--- config.mk ---
export PLATFORM = sky130hd
export DESIGN_NAME = bitscan_encoder
export DESIGN_NICKNAME = d
export VERILOG_FILES = /design/src/rtl/bitscan_pkg.sv /design/src/rtl/prio_enc_n.sv /design/src/rtl/bitscan_encoder.sv
export SDC_FILE = /design/constraint.sdc
export NUM_CORES = 1
export LEC_CHECK = 0
export CAP_MARGIN = 25
export CELL_PAD_IN_SITES_DETAIL_PLACEMENT = 1
export CELL_PAD_IN_SITES_GLOBAL_PLACEMENT = 2
export CORE_MARGIN = 2
export CORE_UTILIZATION = 31
export DETAILED_ROUTE_END_ITERATION = 12
export PLACE_DENSITY = 0.87
export SLEW_MARGIN = 25
export SYNTH_ARGS = -nofsm -noshare
export SYNTH_HDL_FRONTEND = slang
export SYNTH_SLANG_ARGS = --single-unit
--- constraint.sdc ---
create_clock -name clk -period 7.7 [get_ports clk]
set_input_delay 0.77 -clock clk [delete_from_list [all_inputs] [get_ports clk]]
set_output_delay 0.77 -clock clk [all_outputs]
set_load 0.01 [all_outputs]
--- src/rtl/bitscan_pkg.sv ---
// bitscan_pkg: shared state type and bit-scan helpers for the bitscan encoder family.
package bitscan_pkg;
  typedef enum logic {IDLE, SCAN} state_t;
  localparam int MAX_N = 256;
  function automatic int first_set(input logic [MAX_N-1:0] vec, input int n, input bit msb_first);
    int j;
    first_set = 0;
    // The last hit wins, so the walk runs opposite to the scan order.
    for (int i = 0; i < MAX_N; i++) begin
      j = msb_first ? i : MAX_N - 1 - i;
      if (j < n && vec[j]) first_set = j;
    end
  endfunction
  function automatic int popcount(input logic [MAX_N-1:0] vec, input int n);
    popcount = 0;
    for (int i = 0; i < MAX_N; i++)
      if (i < n) popcount += int'(vec[i]);
  endfunction
endpackage

--- src/rtl/prio_enc_n.sv ---
// prio_enc_n: parametrised priority encoder, generalised replacement for the fixed 8-to-3 encoder.
module prio_enc_n
  import bitscan_pkg::*;
#(
  parameter int N = 8,
  parameter bit MSB_FIRST = 0,
  localparam int W = $clog2(N)
) (
  input  logic [N-1:0] vec,
  output logic [W-1:0] idx,
  output logic         nonzero
);
  assign idx = W'(first_set(MAX_N'(vec), N, MSB_FIRST));
  assign nonzero = |vec;
endmodule

--- src/rtl/bitscan_encoder.sv ---
// bitscan_encoder: accepts a request vector and emits the index of each set bit, one per handshake.
module bitscan_encoder
  import bitscan_pkg::*;
#(
  parameter int N = 8,
  parameter bit MSB_FIRST = 0,
  localparam int W = $clog2(N)
) (
  input  logic         clk,
  input  logic         rst_n,
  input  logic         in_valid,
  output logic         in_ready,
  input  logic [N-1:0] in_vec,
  output logic         out_valid,
  input  logic         out_ready,
  output logic [W-1:0] out_idx,
  output logic         out_last,
  output logic [W:0]   out_remain,
  output logic         zero_drop
);
  state_t state;
  logic [N-1:0] vec_q;
  logic [W-1:0] idx;
  logic any;
  prio_enc_n #(.N(N), .MSB_FIRST(MSB_FIRST)) u_prio (
    .vec(vec_q),
    .idx(idx),
    .nonzero(any)
  );
  assign in_ready = state == IDLE;
  assign out_valid = state == SCAN && any;
  assign out_idx = out_valid ? idx : '0;
  assign out_remain = out_valid ? (W+1)'(popcount(MAX_N'(vec_q), N)) : '0;
  assign out_last = out_valid && out_remain == (W+1)'(1);
  always_ff @(posedge clk or negedge rst_n) begin
    if (!rst_n) begin
      state <= IDLE;
      vec_q <= '0;
      zero_drop <= 1'b0;
    end else begin
      zero_drop <= 1'b0;
      if (state == IDLE) begin
        if (in_valid && |in_vec) begin
          vec_q <= in_vec;
          state <= SCAN;
        end else if (in_valid) begin
          zero_drop <= 1'b1;
        end
      end else if (out_ready) begin
        // Retiring the last bit leaves vec_q at zero, so outputs read 0 in IDLE.
        vec_q <= vec_q & ~(N'(1) << idx);
        if (out_last) state <= IDLE;
      end
    end
  end
endmodule

## Yosys cells after proc, flatten, opt, wreduce, memory -nomap -nowiden

Index checks and enable logic that the tools add are counted.

- Input bits: 12
- Register bits after elaboration: 10

- Reductions and logical operators: 7
- Mux-type cells: 20
- Bitwise logic cells: 3
- $add $sub $neg: 7
- Shift-type cells: 1
- Equality and inequality tests: 2

Operators with widths:

| operator | count |
|---|---|
| $mux W3 | 9 |
| $mux W8 | 3 |
| $add A4 B1 Y4 | 4 |
| $reduce_or A8 Y1 | 2 |
| $and A8 B8 Y8 | 1 |
| $not A8 Y8 | 1 |
| $shl A1 B3 Y8 const A | 1 |
| $mux W1 | 7 |
| $add A3 B1 Y4 | 1 |
| $eq A4 B1 Y1 const B | 1 |
| $mux W4 | 1 |
| $add A2 B1 Y3 | 1 |
| $logic_and A1 B1 Y1 | 3 |
| $add A1 B1 Y2 | 1 |
| $ne A2 B2 Y1 const B | 1 |
| $reduce_and A2 Y1 | 1 |
| $reduce_bool A2 Y1 | 1 |
| $not A1 Y1 | 1 |

## Longest topological paths before layout

- Word-level depth: 13
- Depth in mapped cells: 11
- Mapped depth without buffers: 11

## By module

Synthesis repeated with hierarchy kept, for this count alone.

- Cell total of the unflattened synthesis: 95
- Area, all modules: 847.1 um^2

Modules (own cells, without submodules):

| module | area each (um^2) | seq. area each (um^2) | cells an instance | instances |
|---|---|---|---|---|
| bitscan_encoder | 765.7 | 250.2 | 82 | 1 |
| prio_enc_n | 81.3 | 0.0 | 13 | 1 |

## Worst setup path before layout

OpenSTA, ideal clock, no wires.

- Path kind: flip-flop to output port
- Start: register vec_q[0]
- End: output out_last
- Path buffers: 0
- Cell stages (with the launch flop): 11
- Arrival: 3.073 ns
- Data required time: 6.930 ns
- Slack: 3.857 ns
- Cells stage by stage: dfrtp_1 > fa_1 > inv_1 > fa_1 > fa_1 > inv_1 > ha_1 > fa_1 > and2_1 > a21oi_1 > and4bb_4

- Word-level cells in the longest chain between the ends: 10

RTL lines:

| what | RTL line | source |
|---|---|---|
| start: declaration | bitscan_encoder.sv:22 | `logic [N-1:0] vec_q;` |
| start signal: assignment | bitscan_encoder.sv:44 | `vec_q <= in_vec;` |
| start signal: assignment | bitscan_encoder.sv:51 | `vec_q <= vec_q & ~(N'(1) << idx);` |
| $add A1 B1 Y2 | bitscan_pkg.sv:17 | `if (i < n) popcount += int'(vec[i]);` |
| $add A2 B1 Y3 | bitscan_pkg.sv:17 |  |
| $add A3 B1 Y4 | bitscan_pkg.sv:17 |  |
| $add A4 B1 Y4 (4 in a row) | bitscan_pkg.sv:17 |  |
| $mux W4 | bitscan_encoder.sv:33 | `assign out_remain = out_valid ? (W+1)'(popcount(MAX_N'(vec_q), N)) : '0;` |
| $eq A4 B1 Y1 | bitscan_encoder.sv:34 | `assign out_last = out_valid && out_remain == (W+1)'(1);` |
| $logic_and A1 B1 Y1 * | bitscan_encoder.sv:34 |  |
| end: declaration | bitscan_encoder.sv:17 | `output logic out_last,` |

Mark *: on every way between the ends. The rest lies on a longest branch, timed or not.

## Final worst setup path

- Start: register vec_q[3]
- End: output out_last

- Word-level cells in the longest chain between the ends: 8

RTL lines:

| what | RTL line |
|---|---|
| $add A3 B1 Y4 | bitscan_pkg.sv:17 |
| $add A4 B1 Y4 (4 in a row) | bitscan_pkg.sv:17 |
| $mux W4 | bitscan_encoder.sv:33 |
| $eq A4 B1 Y1 | bitscan_encoder.sv:34 |
| $logic_and A1 B1 Y1 * | bitscan_encoder.sv:34 |

Marks and branches as above.

==> flow_summary.toml <==
[routing]
wl_per_cell_um = 17.3
drtPass1Iterations = 4
ant_nets = 0
drcViolationCount = 0
dr_total_vias = 737
drt-initial-drc-count = 14
via_per_inst = 5.38
drt-total-wl_um = 2360

[pwr]
power_frac_seq_pct = 17.5
p_leak_nw = 0.473
switching_share_pct = 43.5
switching_power_uw = 261
irDropWorstVdd_uv = 526
powerDensity_nw_per_um2 = 533
p_clk_share_pct = 8.1
pwr-share-comb_pct = 74.4
intPower_uw = 338

[placed_design]
place_congestion = 0.749
place_hpwl_um = 1890
portBuffers = 22

[cts]
cts_tree = "yes"
clk_latency_ns = 0.27
clockRootBuffer = "clkbuf_4"
h-tree-depth = 1
cts_buffer_depth = 2
cts_buffers = 3
clk_pin_slew_ns = 0.07
ctsResizeCount = 0
holdBufCountCts = 0
post_cts_buffers = 0
cts_sinks = 10

[global_routing]
grt_first_pass_wirelength_um = 4190
antenna_found_initial = 0
grt_max_degree = 11
grt_overflow = 0
grt_usage_pct = 17.9
grt_pass1_vias = 795

[cells_and_area]
antennaDiodeCount = 0
final_cell_mix = "clkdlybuf4s50_1, inv_1, dfrtp_1, nor2_1"
drive_gt1_share_pct = 19.6
final_common_cell = "clkdlybuf4s50_1"
area_growth_pct = 32.8
num-nets-final = 128
fin_util_pct = 44.5

[synth]
synthCells = 83
synthAdderAreaFrac_pct = 15.4
syn_avg_cell_area_um2 = 10.2
synth_edf_count = 0
synth_top_family_by_area = "compound AO/OA/AOI/OAI gates"
syn_area_um2 = 846
synthTopCellsByArea = "dfrtp_1, fa_1, ha_1"
yosysSeqAreaShare_pct = 29.6
yosysTopAreaCell = "dfrtp_1"
synth-xor-area-share_pct = 1.04
ys.flop_type = "dfrtp_1"
muxShareOfSynthArea_pct = 0
synth-seq-cells = 10
yosysTopAreaCellShare_pct = 29.6
syn_nets = 103
synth-simple-area-share_pct = 22.5
async_reset_ff_share_pct = 100
yosys_warnings = 0
synth_cell_types = 34
synth_compound_area_share_pct = 23.8

[timing]
rsz0062_at_grt = "no"
finalCritPeriodShare_pct = 62.1
timing.setup.tns_ns = 0
skew_ns = 0.00132
finalSetupViolCount = 0
hold_viol = 0
min_period_ns = 4.78
fmax_ghz = 0.209
tightest_slew_ns = 0.537
slew_headroom_pct = 63.9
slew_viol_final = 0

[die]
die_area_um2 = 3160
core-area_um2 = 2520
initial_core_util_pct = 33.5
num_rows = 18
die_x_um = 56.2
io_pins = 23
die_h_um = 56.2

[worst_setup_path]
required_ns = 6.93
worstPathArrival_ns = 4.01
crit_type = "register to output pin"
r2r_start = "vec_q[3]"
r2r_cells = 11
start_kind = "register"
reg2reg_to = "state"
reg2reg_slack_ns = 4.25
end_kind = "output pin"
critPathMaxFanout = 8

[worst_hold_path]
min_path_type = "register to register"
min_delay_worst_endpoint = "vec_q[6]"
worstHoldPathCells = 1
worstHoldStart = "vec_q[6]"

[status]
status = "finished, final reports clean"

[job]
maxCapViolCount = 0
## metrics by stage
step           setup WS [ns]  cell area [µm²]  hold WS [ns]  power [mW]  cells
2_1_floorplan           3.86              846         0.474       0.360     83
3_3_place_gp            3.29             1090         0.610       0.534    133
3_5_place_dp            3.22             1090         0.626       0.552    133
4_1_cts                 2.88             1120         0.649       0.608    137
5_1_grt                 2.72             1120         0.678       0.659    137
6_report                2.92             1120         0.642       0.599    137
## critical path: stages, from the launching register on
cell and delay [ns]:
dfrtp_1 0.49, fa_1 0.53, inv_1 0.05, fa_1 0.45, fa_1 0.50, inv_1 0.05
ha_1 0.20, fa_1 0.43, nor2_1 0.12, a21oi_1 0.04, and4bb_4 0.34, clkdlybuf4s50_1 0.53
## synthesized netlist by cell type (2+ instances only)
| cell | n |
|---|---|
| a211oi_1 | 2 |
| a21oi_1 | 4 |
| a21oi_2 | 2 |
| a221o_1 | 3 |
| a22o_1 | 4 |
| and2_1 | 3 |
| and3_2 | 2 |
| dfrtp_1 | 10 |
| fa_1 | 4 |
| ha_1 | 4 |
| inv_1 | 12 |
| nand2_1 | 3 |
| nor2_1 | 5 |
| nor3_1 | 2 |
| nor4_2 | 3 |
| o22ai_1 | 2 |
## how the worst max path moves through the flow
stage / from / to / cells after the start
6_report: vec_q[3] / out_last / 11
5_1_grt: vec_q[3] / out_last / 11
4_1_cts: vec_q[0] / out_last / 11
3_5_place_dp: vec_q[0] / out_last / 11
3_3_place_gp: vec_q[0] / out_last / 11
2_1_floorplan: vec_q[0] / out_last / 10
## cells by family (layout without fill, tap and decap cells)
kind of cell,Yosys count,in the layout
AOI/OAI and AO/OA,23,23
xor gates and xnor gates,1,1
adders and majority gates,8,8
buffers and inverters,15,39
DFF,10,10
and+or+nand+nor,26,26
## power groups by stage
| stage | registers [mW] | logic (mW) | clock network [mW] |
|---|---|---|---|
| 6_report | 0.105 | 0.446 | 0.0487 |
| 5_1_grt | 0.107 | 0.497 | 0.0552 |
| 4_1_cts | 0.104 | 0.452 | 0.0516 |
| 3_5_place_dp | 0.105 | 0.447 | 0 |
| 3_3_place_gp | 0.104 | 0.429 | 0 |
| 2_1_floorplan | 0.0952 | 0.265 | 0 |
## state kept, by name, indices dropped and copies added (netlist names)
register	flops
state	1
vec_q	8
zero_drop	1
## metal layers
metal | vias to the layer above | routed length (µm) | track usage (%) | share of wire, %
li1 | 348 | - | - | -
met1 | 364 | 1050 | 23.1 | 44
met2 | 20 | 1160 | 27.6 | 49
met3 | 5 | 102 | 4.88 | 4.3
met4 | 0 | 52 | 8.16 | 2.2
met5 | - | 0 | 0 | 0
## area by class of cell
class / count / area [µm²]
fillers: 299 / 1400
multi-input cells: 58 / 531
flip-flops and latches: 10 / 250
repair buffers: 22 / 220
inverters: 13 / 48.8
well taps: 30 / 37.5
clock buffers: 4 / 36.3
Note: power is estimated with default switching activity, not from simulation.
==> edit 1, RTL diff (same settings) <==
`MSB_FIRST` is set to 0 in 2 places; all go to 1.
--- a/src/rtl/prio_enc_n.sv
+++ b/src/rtl/prio_enc_n.sv
@@ -3,7 +3,7 @@
   import bitscan_pkg::*;
 #(
   parameter int N = 8,
-  parameter bit MSB_FIRST = 0,
+  parameter bit MSB_FIRST = 1,
   localparam int W = $clog2(N)
 ) (
   input  logic [N-1:0] vec,
--- a/src/rtl/bitscan_encoder.sv
+++ b/src/rtl/bitscan_encoder.sv
@@ -3,7 +3,7 @@
   import bitscan_pkg::*;
 #(
   parameter int N = 8,
-  parameter bit MSB_FIRST = 0,
+  parameter bit MSB_FIRST = 1,
   localparam int W = $clog2(N)
 ) (
   input  logic         clk,
Function: changed (a bounded check fails within 4 cycles, from zero or initial values and one cycle with rst_n low).
==> edit 1 against the original RTL <==
  * Setup slack better by 0.0096 ns
  * Design area shrank 5.3%
  * Sequential cell count stayed put
  * Final cell count increased by 2.2%
  * Core utilization is 1.2 points lower
  * Wire length decreased by 13%
  * Area after synthesis shrank 6.1%
Power is not shown: default switching activity piles up to over one toggle a cycle in this logic, so the estimate is an artifact.
==> edit 1: results (changes against the original RTL) <==
<table>
<tr><th>Metric</th><th>Value</th></tr>
<tr><th colspan="2">Synth</th></tr>
<tr><td>Xor-xnor portion of the synthesized cell area</td><td>0.0110 (+0.000669)</td></tr>
<tr><td>Compound-cell area share of the yosys netlist</td><td>0.195 (-0.0429)</td></tr>
<tr><td>Part of the Yosys area used for sequential elements</td><td>0.315 (+0.0191)</td></tr>
<tr><td>Post-synthesis adder-cell area fraction</td><td>0.164 (+0.00993)</td></tr>
<tr><td>Synthesized netlist net count</td><td>106 (+2.9%)</td></tr>
<tr><td>Number of standard cells after synthesis</td><td>86 (+3.6%)</td></tr>
<tr><td>Number of distinct standard cells referenced by the synthesized netlist</td><td>36 (+5.9%)</td></tr>
<tr><th colspan="2">Timing</th></tr>
<tr><td>Worst slew margin</td><td>0.650 (+0.0105)</td></tr>
<tr><td>Tightest hold margin</td><td>0.634 ns (-0.00797 ns)</td></tr>
<tr><th colspan="2">Worst setup path</th></tr>
<tr><td>FF-to-FF setup slack</td><td>4.37 ns (+0.12 ns)</td></tr>
<tr><td>Worst Reg2Reg Path Length in Cells</td><td>10 (-1)</td></tr>
<tr><td>R2R Path Start</td><td>vec_q[0]</td></tr>
<tr><th colspan="2">Drt</th></tr>
<tr><td>Overall via count from detail_route</td><td>729 (-1.1%)</td></tr>
<tr><td>M1 WL</td><td>1010 um (-4.0%)</td></tr>
<tr><td>DRT iter0 DRCs</td><td>4 (-10)</td></tr>
<tr><th colspan="2">Global route</th></tr>
<tr><td>Global routing usage on met2</td><td>0.258 (-0.0177)</td></tr>
<tr><td>GR met3 Demand/Resource</td><td>0.0519 (+0.00308)</td></tr>
<tr><td>Total routing usage reported by global routing</td><td>0.172 (-0.00662)</td></tr>
<tr><th colspan="2">Placement</th></tr>
<tr><td>Placed cell area</td><td>1040 um^2 (-4.3%)</td></tr>
<tr><td>HPWL Detailed</td><td>1710 um (-9.4%)</td></tr>
<tr><th colspan="2">Cells and area</th></tr>
<tr><td>P&amp;R area growth vs syn</td><td>33.9%</td></tr>
<tr><td>Filler-free cell count of the finished design</td><td>140 (+2.2%)</td></tr>
<tr><td>Count of fill cells added during filler insertion</td><td>295 (-1.3%)</td></tr>
<tr><td>Count of multi-input combinational gates</td><td>63 (+8.6%)</td></tr>
<tr><td>Area taken by multi-input logic gates</td><td>488 um^2 (-8.0%)</td></tr>
<tr><th colspan="2">Run status</th></tr>
<tr><td>Run status</td><td>complete, no violations</td></tr>
<tr><th colspan="2">Hold path</th></tr>
<tr><td>Hold EP</td><td>vec_q[0]</td></tr>
</table>
-- edit 1: changes by cell type after synthesis, moves of 2 or more --
| cell | before | now |
|---|---|---|
| sky130_fd_sc_hd__o22ai_1 | 2 | 0 |
| sky130_fd_sc_hd__a22o_1 | 4 | 0 |
| sky130_fd_sc_hd__a21oi_1 | 4 | 2 |
| sky130_fd_sc_hd__a211oi_1 | 2 | 0 |
| sky130_fd_sc_hd__a21oi_2 | 2 | 0 |
| sky130_fd_sc_hd__nor4_1 | 0 | 2 |
| sky130_fd_sc_hd__nor4_2 | 3 | 0 |
| sky130_fd_sc_hd__o21ai_0 | 0 | 8 |
| sky130_fd_sc_hd__nand2_1 | 3 | 9 |
-- edit 1: critical path, stage by stage, from the launching register on --
cell	delay (ns)
sky130_fd_sc_hd__dfrtp_1	0.44
sky130_fd_sc_hd__fa_1	0.55
sky130_fd_sc_hd__inv_1	0.05
sky130_fd_sc_hd__fa_1	0.45
sky130_fd_sc_hd__fa_1	0.49
sky130_fd_sc_hd__inv_1	0.04
sky130_fd_sc_hd__ha_1	0.20
sky130_fd_sc_hd__fa_1	0.42
sky130_fd_sc_hd__nor2_1	0.10
sky130_fd_sc_hd__o21ba_2	0.17
sky130_fd_sc_hd__nor4b_1	0.24
sky130_fd_sc_hd__clkdlybuf4s50_1	0.59
-- edit 1: how the worst max path moves through the flow --
stage	slack, ns	start	cells past startpoint	to
finish	2.93	vec_q[0]	11	out_last
global route	2.78	vec_q[0]	11	out_last
CTS	2.90	vec_q[0]	11	out_last
detailed placement	3.20	vec_q[0]	11	out_last
global placement	3.25	vec_q[0]	11	out_last
floorplan	3.72	vec_q[0]	10	out_last
==> edit 2, RTL diff (same flow settings) <==
Without the edit above. Make the reset (`rst_n`) synchronous in one clocked block.
--- a/src/rtl/bitscan_encoder.sv
+++ b/src/rtl/bitscan_encoder.sv
@@ -32,7 +32,7 @@
   assign out_idx = out_valid ? idx : '0;
   assign out_remain = out_valid ? (W+1)'(popcount(MAX_N'(vec_q), N)) : '0;
   assign out_last = out_valid && out_remain == (W+1)'(1);
-  always_ff @(posedge clk or negedge rst_n) begin
+  always_ff @(posedge clk) begin
     if (!rst_n) begin
       state <= IDLE;
       vec_q <= '0;
Function: differs if rst_n is asserted again (counterexample within 4 cycles, from zero or initial values and one cycle with rst_n low); with rst_n held inactive, the same outputs for 10 cycles.
==> edit 2 against the original RTL <==
  * Setup slack better by 0.095 ns
  * Sequential cell count did not move
  * Clock skew grew 0.0028 ns
  * Final cell count increased by 12%
  * Design area shrank 6.7%
  * Area after synthesis fell by 8.3%
  * Via count grew 8.3%
  * Wire length shrank 11%
Power is left out: it rests on default switching activity, and per cell area and clock period it moved more than threefold.
==> edit 2: results (changes against the original RTL) <==
<table>
<tr><th>Metric</th><th>Value</th></tr>
<tr><th colspan="2">Run status</th></tr>
<tr><td>Run status</td><td>complete, no violations</td></tr>
<tr><th colspan="2">Worst setup path</th></tr>
<tr><td>Slowest stage cell, crit path</td><td>sky130_fd_sc_hd__clkdlybuf4s50_1</td></tr>
<tr><td>Arrival time at the worst endpoint</td><td>3.92 ns (-0.09 ns)</td></tr>
<tr><td>Maximum fanout encountered on the critical timing path</td><td>6 (-2)</td></tr>
<tr><td>Delay of the slowest cell on the worst path</td><td>0.60 ns (+0.07 ns)</td></tr>
<tr><th colspan="2">Timing</th></tr>
<tr><td>Clock Skew</td><td>0.00408 ns (+0.00276 ns)</td></tr>
<tr><td>Worst slew margin</td><td>0.535 (-0.104)</td></tr>
<tr><th colspan="2">Global route</th></tr>
<tr><td>Largest net degree at the start of global routing</td><td>15 (+4)</td></tr>
<tr><td>Number of global-route vias before repair</td><td>774 (-2.6%)</td></tr>
<tr><td>Total routing usage reported by global routing</td><td>0.164 (-0.0144)</td></tr>
<tr><td>First-pass GRT wire length</td><td>3420 um (-18%)</td></tr>
<tr><th colspan="2">Synth</th></tr>
<tr><td>Part of the Yosys area used for sequential elements</td><td>0.258 (-0.0378)</td></tr>
<tr><td>Xor-xnor portion of the synthesized cell area</td><td>0.0113 (+0.000935)</td></tr>
<tr><td>Async SR Flop Fraction</td><td>0 (-1.00)</td></tr>
<tr><td>Synthesized netlist net count</td><td>121 (+17%)</td></tr>
<tr><td>Most frequent cells after synthesis</td><td>sky130_fd_sc_hd__inv_1, sky130_fd_sc_hd__nor2_1, sky130_fd_sc_hd__nand2_1, sky130_fd_sc_hd__dfxtp_1, sky130_fd_sc_hd__a21oi_1</td></tr>
<tr><td>Largest area contributor in the synthesized netlist</td><td>sky130_fd_sc_hd__dfxtp_1</td></tr>
<tr><td>Post-synthesis adder-cell area fraction</td><td>0.168 (+0.0139)</td></tr>
<tr><td>Number of distinct standard cells referenced by the synthesized netlist</td><td>28 (-18%)</td></tr>
<tr><td>Fraction of synthesized cell area taken by the top area cell type</td><td>0.258 (-0.0378)</td></tr>
<tr><td>Compound-cell area share of the yosys netlist</td><td>0.226 (-0.0124)</td></tr>
<tr><th colspan="2">Cells and area</th></tr>
<tr><td>Nets@finish</td><td>146 (+14%)</td></tr>
<tr><td>Share of post-route cells with drive strength above 1</td><td>0.0484 (-0.148)</td></tr>
<tr><th colspan="2">Placement</th></tr>
<tr><td>HPWL Detailed</td><td>1780 um (-5.6%)</td></tr>
<tr><td>GP Congestion</td><td>0.797 (+6.3%)</td></tr>
<tr><th colspan="2">Drt</th></tr>
<tr><td>Wire per inst</td><td>13.6 um (-21%)</td></tr>
<tr><td>Vias per Instance</td><td>5.18 (-3.7%)</td></tr>
<tr><td>DRT iter0 DRCs</td><td>12 (-2)</td></tr>
</table>
==> edit 2: final cells by class <==
type	instances	area (um^2)
clock buffers	3	22.5
repair buffers	22	220
flip-flops and latches	10	200
inverters	14	52.6
fillers	310	1380
multi-input cells	75	515
well taps	30	37.5
==> edit 2: metrics by stage <==
step | cells | cell area [um^2] | utilization | setup WS [ns]
after floorplan | 101 | 776 | - | 3.83
after global placement | 151 | 1030 | 0.422 | 3.40
after detailed placement | 151 | 1030 | 0.422 | 3.28
after CTS | 154 | 1050 | 0.431 | 2.97
after global routing | 154 | 1050 | 0.431 | 2.74
final | 154 | 1050 | 0.431 | 3.01
==> edit 2: final timing paths <==
check             slack (ns)  cells after the start       end     start
hold reg to reg         0.52                      2  vec_q[6]  vec_q[6]
setup / recovery        3.01                     11  out_last  vec_q[0]
hold / removal          0.52                      2  vec_q[6]  vec_q[6]
setup reg to reg        4.48                     10     state  vec_q[0]
==> edit 2: cells by family (layout without fill, tap and decap cells) <==
group,after synthesis,after routing
compound gates,24,24
xor+xnor,1,1
fa+ha+maj,8,8
buf+inv,16,39
flops,10,10
simple gates,42,42
==> edit 2: worst min-delay path, cell delays in order, from the launching register on <==
cell and delay [ns]:
sky130_fd_sc_hd__dfxtp_1 0.34, sky130_fd_sc_hd__o311ai_1 0.08, sky130_fd_sc_hd__a21oi_1 0.06
==> edit 2: routing by layer <==
metal / up-vias / routed length (um) / GRT usage
met2: 18 / 949 / 0.258
met4: 0 / 29 / 0.0625
met5: - / 0 / 0
met3: 2 / 92 / 0.0306
met1: 376 / 1030 / 0.221
li1: 402 / - / -
